--- config.mk ---
export PLATFORM = sky130hd
export DESIGN_NAME = dl_input_conditioner
export DESIGN_NICKNAME = d
export VERILOG_FILES = /design/src/rtl/dl_input_conditioner.sv
export SDC_FILE = /design/constraint.sdc
export NUM_CORES = 1
export LEC_CHECK = 0
export BUFFER_PORTS_ARGS = -buffer_cell sky130_fd_sc_hd__buf_2
export CAP_MARGIN = 20
export CELL_PAD_IN_SITES_DETAIL_PLACEMENT = 1
export CELL_PAD_IN_SITES_GLOBAL_PLACEMENT = 2
export CORE_MARGIN = 10
export CORE_UTILIZATION = 39
export CTS_CLUSTER_DIAMETER = 100
export DETAILED_ROUTE_END_ITERATION = 8
export HOLD_SLACK_MARGIN = 0.02
export PLACE_DENSITY_LB_ADDON = 0.1
export SETUP_SLACK_MARGIN = 0.5
export SLEW_MARGIN = 20
export SYNTH_ARGS = -nofsm -noshare
export SYNTH_HDL_FRONTEND = slang
export SYNTH_SLANG_ARGS = --single-unit
--- constraint.sdc ---
create_clock -name i_clk -period 2.5 [get_ports i_clk]
set_clock_uncertainty 0.2 [all_clocks]
set_input_delay 0 -clock i_clk [delete_from_list [all_inputs] [get_ports i_clk]]
set_output_delay 0 -clock i_clk [all_outputs]
set_load 0.01 [all_outputs]
--- src/rtl/dl_input_conditioner.sv ---
// Input conditioner for the digital lock: synchronizes buttons and digit switches, debounces
// each button, emits press/release pulses and captures the digit. Long-press via DL_COND_LONGPRESS_EN.
module dl_input_conditioner #(
  parameter int unsigned NUM_BTN         = 4,
  parameter int unsigned DEBOUNCE_CYCLES = 500,
  parameter int unsigned LONG_CYCLES     = 4000,
  parameter int unsigned CNT_W           = 16
) (
  input  logic               i_clk,
  input  logic               i_rst_n,
  input  logic [NUM_BTN-1:0] i_btn,
  input  logic [3:0]         i_digit,
  output logic [NUM_BTN-1:0] o_level,
  output logic [NUM_BTN-1:0] o_press,
  output logic [NUM_BTN-1:0] o_release,
  output logic [3:0]         o_digit,
  output logic               o_digit_valid,
  output logic [NUM_BTN-1:0] o_long
);

  typedef enum logic [1:0] {ST_LOW, ST_ARM_H, ST_HIGH, ST_ARM_L} state_t;

  localparam int unsigned       DIG_W   = 4;
  localparam longint unsigned   CNT_LIM = (64'(1) << CNT_W) - 64'(1);
  localparam logic [CNT_W-1:0]  DEB_MAX = CNT_W'(DEBOUNCE_CYCLES);
  localparam logic [CNT_W-1:0]  CNT_ONE = CNT_W'(1);

  // Reject counter widths too narrow for the requested durations.
  if (DEBOUNCE_CYCLES == 0 || 64'(DEBOUNCE_CYCLES) > CNT_LIM || 64'(LONG_CYCLES) > CNT_LIM) begin : g_bad_param
    $error("dl_input_conditioner: DEBOUNCE_CYCLES/LONG_CYCLES out of range for CNT_W");
  end

  logic [NUM_BTN-1:0] btn_s1, btn_s2;
  logic [DIG_W-1:0]   dig_s1, dig_s2;

  state_t             state_q [NUM_BTN];
  state_t             state_d [NUM_BTN];
  logic [CNT_W-1:0]   cnt_q   [NUM_BTN];
  logic [CNT_W-1:0]   cnt_d   [NUM_BTN];
  logic [NUM_BTN-1:0] level_d, press_d, release_d;

  // Two-flop synchronizers for every raw input bit.
  always_ff @(posedge i_clk or negedge i_rst_n) begin
    if (!i_rst_n) begin
      btn_s1 <= '0;
      btn_s2 <= '0;
      dig_s1 <= '0;
      dig_s2 <= '0;
    end else begin
      btn_s1 <= i_btn;
      btn_s2 <= btn_s1;
      dig_s1 <= i_digit;
      dig_s2 <= dig_s1;
    end
  end

  always_ff @(posedge i_clk or negedge i_rst_n) begin
    if (!i_rst_n) begin
      for (int i = 0; i < int'(NUM_BTN); i++) begin
        state_q[i] <= ST_LOW;
        cnt_q[i]   <= '0;
      end
    end else begin
      for (int i = 0; i < int'(NUM_BTN); i++) begin
        state_q[i] <= state_d[i];
        cnt_q[i]   <= cnt_d[i];
      end
    end
  end

  // Per-button debounce: any bounce while armed drops back and restarts the count.
  always_comb begin
    level_d   = o_level;
    press_d   = '0;
    release_d = '0;
    for (int i = 0; i < int'(NUM_BTN); i++) begin
      state_d[i] = state_q[i];
      cnt_d[i]   = cnt_q[i];
      case (state_q[i])
        ST_LOW: begin
          if (btn_s2[i]) begin
            state_d[i] = ST_ARM_H;
            cnt_d[i]   = CNT_ONE;
          end
        end
        ST_ARM_H: begin
          if (!btn_s2[i]) begin
            state_d[i] = ST_LOW;
            cnt_d[i]   = '0;
          end else if (cnt_q[i] == DEB_MAX) begin
            state_d[i] = ST_HIGH;
            cnt_d[i]   = '0;
            level_d[i] = 1'b1;
            press_d[i] = 1'b1;
          end else begin
            cnt_d[i] = cnt_q[i] + CNT_ONE;
          end
        end
        ST_HIGH: begin
          if (!btn_s2[i]) begin
            state_d[i] = ST_ARM_L;
            cnt_d[i]   = CNT_ONE;
          end
        end
        ST_ARM_L: begin
          if (btn_s2[i]) begin
            state_d[i] = ST_HIGH;
            cnt_d[i]   = '0;
          end else if (cnt_q[i] == DEB_MAX) begin
            state_d[i]   = ST_LOW;
            cnt_d[i]     = '0;
            level_d[i]   = 1'b0;
            release_d[i] = 1'b1;
          end else begin
            cnt_d[i] = cnt_q[i] + CNT_ONE;
          end
        end
        default: begin
          state_d[i] = ST_LOW;
          cnt_d[i]   = '0;
        end
      endcase
    end
  end

  // Registered outputs; digit loads on the same edge that raises o_digit_valid.
  always_ff @(posedge i_clk or negedge i_rst_n) begin
    if (!i_rst_n) begin
      o_level       <= '0;
      o_press       <= '0;
      o_release     <= '0;
      o_digit       <= '0;
      o_digit_valid <= 1'b0;
    end else begin
      o_level       <= level_d;
      o_press       <= press_d;
      o_release     <= release_d;
      o_digit_valid <= press_d[0];
      if (press_d[0]) begin
        o_digit <= dig_s2;
      end
    end
  end

`ifdef DL_COND_LONGPRESS_EN
  localparam logic [CNT_W-1:0] LONG_MAX = CNT_W'(LONG_CYCLES);

  logic [CNT_W-1:0]   hold_q [NUM_BTN];
  logic [CNT_W-1:0]   hold_d [NUM_BTN];
  logic [NUM_BTN-1:0] long_d;

  // Hold counter survives ARM_L glitches; cleared only on a fresh accepted press.
  always_comb begin
    long_d = '0;
    for (int i = 0; i < int'(NUM_BTN); i++) begin
      hold_d[i] = hold_q[i];
      if (press_d[i]) begin
        hold_d[i] = '0;
      end else if ((state_q[i] == ST_HIGH || state_q[i] == ST_ARM_L) && hold_q[i] != LONG_MAX) begin
        hold_d[i] = hold_q[i] + CNT_ONE;
        long_d[i] = ((hold_q[i] + CNT_ONE) == LONG_MAX);
      end
    end
  end

  always_ff @(posedge i_clk or negedge i_rst_n) begin
    if (!i_rst_n) begin
      o_long <= '0;
      for (int i = 0; i < int'(NUM_BTN); i++) begin
        hold_q[i] <= '0;
      end
    end else begin
      o_long <= long_d;
      for (int i = 0; i < int'(NUM_BTN); i++) begin
        hold_q[i] <= hold_d[i];
      end
    end
  end
`else
  assign o_long = '0;
`endif

endmodule

* Word level (Yosys, flattened, before mapping)
Index checks and enable logic that the tools add are counted.
** Storage, ports and cells
- Bits in registers :: 105
- Logic and storage cells :: 184
- Bits of input ports :: 10
** Cells by class
- Equal/unequal tests :: 48
- Reductions and logical operators :: 20
- Add/sub/neg operators :: 4
- Muxes and demuxes :: 92
** Operator list (count)
- 16-bit 2-to-1 mux :: 20
- 16-bit case mux with 4 select lines :: 4
- 16-bit by 1-bit adder with 16-bit output (second input constant) :: 4
- 16-bit by 9-bit equality test with 1-bit output (second input constant) :: 4
- 2-bit 2-to-1 mux :: 24
- 2-bit != test (second input constant) :: 24
- 1-bit 2-to-1 mux :: 36
- 2-bit case mux with 4 select lines :: 4
- 3-bit != test (second input constant) :: 8
- 5-bit AND reduction :: 4
- 2-bit equality test (second input constant) :: 8
- 4-bit AND reduction :: 4
- 2-bit by 1-bit equality test with 1-bit output (second input constant) :: 4
- 2-bit zero test :: 4
- 1-bit case mux with 2 select lines :: 4
- 2-bit AND reduction :: 4
- 2-bit nonzero test :: 4

* Logic depth before layout (Yosys ltp)
- Word-level depth :: 4
- Depth in mapped cells :: 9
- Mapped depth without buffers :: 7

* Worst setup path before layout
OpenSTA, ideal clock, no wires.
- Path type :: reg-to-reg
- Start :: register cnt_q[32] in the netlist's numbering
- End :: register cnt_q[38] in the netlist's numbering
- Cell stages (with the launch flop) :: 9
- Slack :: 213 ps
- Required time :: 2181 ps
- Arrival :: 1969 ps
- Cell sequence :: dfrtp_1 inv_1 ha_1 or4b_2 nor4_2 nor3_1 nor2_2 buf_4 nor2_1
** Between the ends
- Cells in the longest elaborated chain, start to end :: 4
- Elaborated cells on any way between the ends :: 6
- Classes of those cells :: 1 x add/sub; 1 x eq/ne; 4 x mux
** Ends and longest elaborated chain
- from (decl) :: line 38 : logic [CNT_W-1:0] cnt_q [NUM_BTN];
- from (signal, indexed assignment) :: line 66 : cnt_q[i] <= cnt_d[i];
- 16-bit by 1-bit adder with 16-bit output / 16-bit by 9-bit equality test with 1-bit output (equally long branches)
- 16-bit 2-to-1 mux (*) :: line 90, 109
- 16-bit 2-to-1 mux, on equally long branches :: line 106, 87
- 16-bit case mux with 4 select lines (*) :: line 79 : case (state_q[i])
Mark *: on every way between the ends. The rest lies on a longest branch, timed or not.
A chain may end at the register's enable or synchronous reset.

* Final worst setup path
- Start :: register cnt_q[33] in the netlist's numbering
- End :: register o_level[1]
** Between the ends
- Cells in the longest elaborated chain, start to end :: 3
- Elaborated cells on any way between the ends :: 4
- Classes of those cells :: 3 x eq/ne; 1 x reduce/logical
** Ends and longest elaborated chain
- 16-bit by 9-bit equality test with 1-bit output (*) :: line 90, 109
- 2-bit != test (no source line)
- 5-bit AND reduction (no source line) (*)
- to (signal assigned) :: line 135 : o_level <= level_d;
- to (decl) :: line 13 : output logic [NUM_BTN-1:0] o_level,
Marks and branches as above.

==> qor.yml <==
cp_max_fo: 3
grt_max_degree: 47
final_nets: 588
postRouteAntennaNets: 0
ios: 31
cp.arrival_ns: 2.25
diodes: 0
worst_slack_ns: 0.2934
port_buffers: 26
maxCapViolations: 0
syn_to_final_growth_pct: 29.68
crit_path_end_kind: "flip-flop"
ys_seq_area_share_pct: 52.46
hp-class: "in2async"
crit_type: "reg2reg"
comb_power_share_pct: 9.0
p_clk_share_pct: 42.5
p_seq_share_pct: 48.4
path_clk_slew_ns: 0.07
power.switching_uw: 879.0
status: "finished, violations left"
grt_pass1_vias: 4227
crit_chain: "inv_2 -> ha_4 -> or4b_4 -> or4_4 -> o21a_1 -> o22a_1"
min_period_ns: 2.207
finalCritPeriodShare_pct: 88.26
sw_frac_of_total_pct: 23.81
synth_cell_types: 52
synth_edf_count: 0
slew_headroom_pct: 62.14
final_util_pct: 51.40
synth_seq_cells: 104
drtIter0Drc: 194
grt_pass1_wl_mm: 21.61
dp.cells: 689
grt_use_total_pct: 14.89
cts.sinks: 104
finalSetupViolCount: 0
die_w_um: 132.8
power_mw: 3.692
ir_worst_vdd_v: 0.0003116
grt-ovfl-total: 0
clockBufferDepth: 2
vias_per_cell: 5.363
violations: "negative hold slack"
dieHeight_um: 132.8
start_util_pct: 39.63
dr.pass1.iters: 4
cts-root-buf: "clkbuf_16"
die-area_mm2: 0.01763
post_drt_wl_per_cell_um: 17.66
slowest_delay_ns: 0.46
tritoncts: "yes"
drc: 0
tightest_slew_ns: 0.5657
fin_area_mm2: 0.006434
timing.hold.ws_ns: -0.008865
htree_levels: 3
dpl.hpwl_mm: 8.543
drt_wl_total_mm: 13.19
r2r_cells: 6
drv_slew: 0
final_cells: 747
startpoint_type: "flip-flop"
gp_congestion: 0.7599
insertion_delay_ns: 0.35
internal_power_mw: 2.813
fmax_mhz: 453.2
cp_slowest_cell: "or4b_4"
p_leak_nw: 2.757
cp.required_ns: 2.54
ff2ff_setup_slack_ns: 0.29
syn-cell-area_mm2: 0.004961
pre_cts_ws_ns: 0.2399
postPlaceCellArea_mm2: 0.005385
synth_top_flop_cell: "dfrtp_1"
drive_above_1_share_pct: 30.61
via_count: 4006
hold_viol: 17
antenna_found_initial: 0
async_reset_ff_share_pct: 100.0
yosysWarningCount: 0
p_per_area_mw_per_mm2: 573.9
coreArea_mm2: 0.01252
rsz0062_at_grt: "true"
synth_cells: 493
rows: 41
cts_buffers: 9
tns_ns: 0
synth.avg_cell_area_um2: 10.06
Yosys cell counts (2+ instances only):
cell type	instances	area share, %
mux2_2	9	2.0
xnor2_1	13	2.3
dfrtp_1	104	52
o211ai_1	2	0.30
nand2_1	47	3.6
nor4b_1	4	0.71
a31oi_1	17	2.1
nand4b_1	2	0.35
nor2_2	2	0.25
a22o_1	4	0.71
nor4bb_1	2	0.40
or2_2	4	0.50
nor3b_1	4	0.61
inv_1	21	1.6
or3_1	7	0.88
o21ai_0	24	2.4
and2_1	4	0.50
nor2_1	53	4.0
or4_1	4	0.61
o21a_1	3	0.45
xor2_1	18	3.2
nand3b_1	5	0.76
nor4_2	2	0.50
nor3_1	11	1.1
nor4_1	5	0.63
clkbuf_1	6	0.45
mux2i_1	7	1.4
buf_6	2	0.45
a211oi_1	2	0.30
nand4_1	14	1.8
and3_1	10	1.3
a41oi_1	2	0.35
ha_1	8	2.0
nand3_1	24	2.4
and4_1	5	0.88
buf_4	6	0.91
a21oi_1	21	2.1
worst max-delay path: cells and delay by family (launching register included):
family,cells,cell delay [ns]
and+or+nand+nor,2,0.92
DFF,1,0.40
AOI/OAI and AO/OA,2,0.35
adders and majority gates,1,0.14
buffers and inverters,1,0.10
routing by layer:
layer  vias up  share of wire (%)  global-route usage [%]
met2        55                 50                   25.07
met3        18                3.3                   4.239
met4         0                1.4                   3.729
met5         -                  0                       0
li1       1903                  -                       -
met1      2030                 45                   18.31
flip-flops by register name, indices dropped and copies added (netlist names), named ones only:
register   count
cnt_q         64
o_level        4
state_q        4
o_digit        4
dig_s1         4
o_release      4
o_press        4
btn_s2         4
dig_s2         4
btn_s1         4
cells in the final DEF, fill, tap and decap left out, types with 4 or more instances in the layout:
master and count:
or3_1 6, or4_4 4, dlygate4sd3_1 10, o21ai_0 12
nor2_4 4, o21ai_1 7, clkbuf_16 9, mux2i_1 7
ha_1 5, nor3_1 8, mux2_2 6, conb_1 4
nand4_1 14, nand3b_1 5, dfrtp_1 100, nand3_1 23
buf_6 11, inv_1 19, buf_4 32, a21oi_1 9
and3_1 6, o21ai_2 5, xnor2_1 12, nor2_2 6
buf_2 25, nand2_1 42, nand2_2 4, a31oi_1 16
xor2_1 15, nor2_1 45, a21oi_2 12, dfrtp_2 4
a22o_1 4
power by group through the flow:
stage | combinational (mW) | clock [mW] | sequential [mW]
after floorplan | 0.155 | 0 | 1.80
after global placement | 0.240 | 0 | 1.82
after detailed placement | 0.246 | 0 | 1.82
after CTS | 0.298 | 1.63 | 1.78
after global routing | 0.374 | 1.70 | 1.80
final | 0.333 | 1.57 | 1.79
path summary, 6_finish.rpt:
check,to,from
max,o_level[1],cnt_q[33]
max in group asynchronous,cnt_q[47],i_rst_n
min reg2reg,btn_s2[2],btn_s1[2]
min in group i_clk,dig_s1[2],i_digit[2]
min,cnt_q[35],i_rst_n
max reg2reg,o_level[1],cnt_q[33]
logic make-up after synthesis:
family	share of synthesized area, %
XOR/XNOR	5.473
AO/OA/AOI/OAI	10.04
other	0.07559
flip-flops	52.46
adder cells (fa/ha/maj)	2.018
buffers and inverters	3.581
multiplexers	3.455
AND/OR/NAND/NOR	22.90
repair_timing:
item / CTS / global route
pin swaps: 17 / 13
cloned: 1 / 2
endpoints found under the hold margin: 112 / 0
resized for setup: 51 / 52
hold buffers: 10 / 0
endpoints found under the setup margin: 56 / 69
buffers inserted: 15 / 14
layout make-up:
class / count / area [um^2]
Timing Repair Buffer: 79 / 609.3
Multi-Input combinational cell: 355 / 2591
Inverter: 21 / 78.83
Fill cell: 1399 / 6083
Tap cell: 172 / 215.2
Clock inverter: 5 / 78.83
Clock buffer: 11 / 252.7
Sequential cell: 104 / 2608
Power figures use the tool's default switching activity.
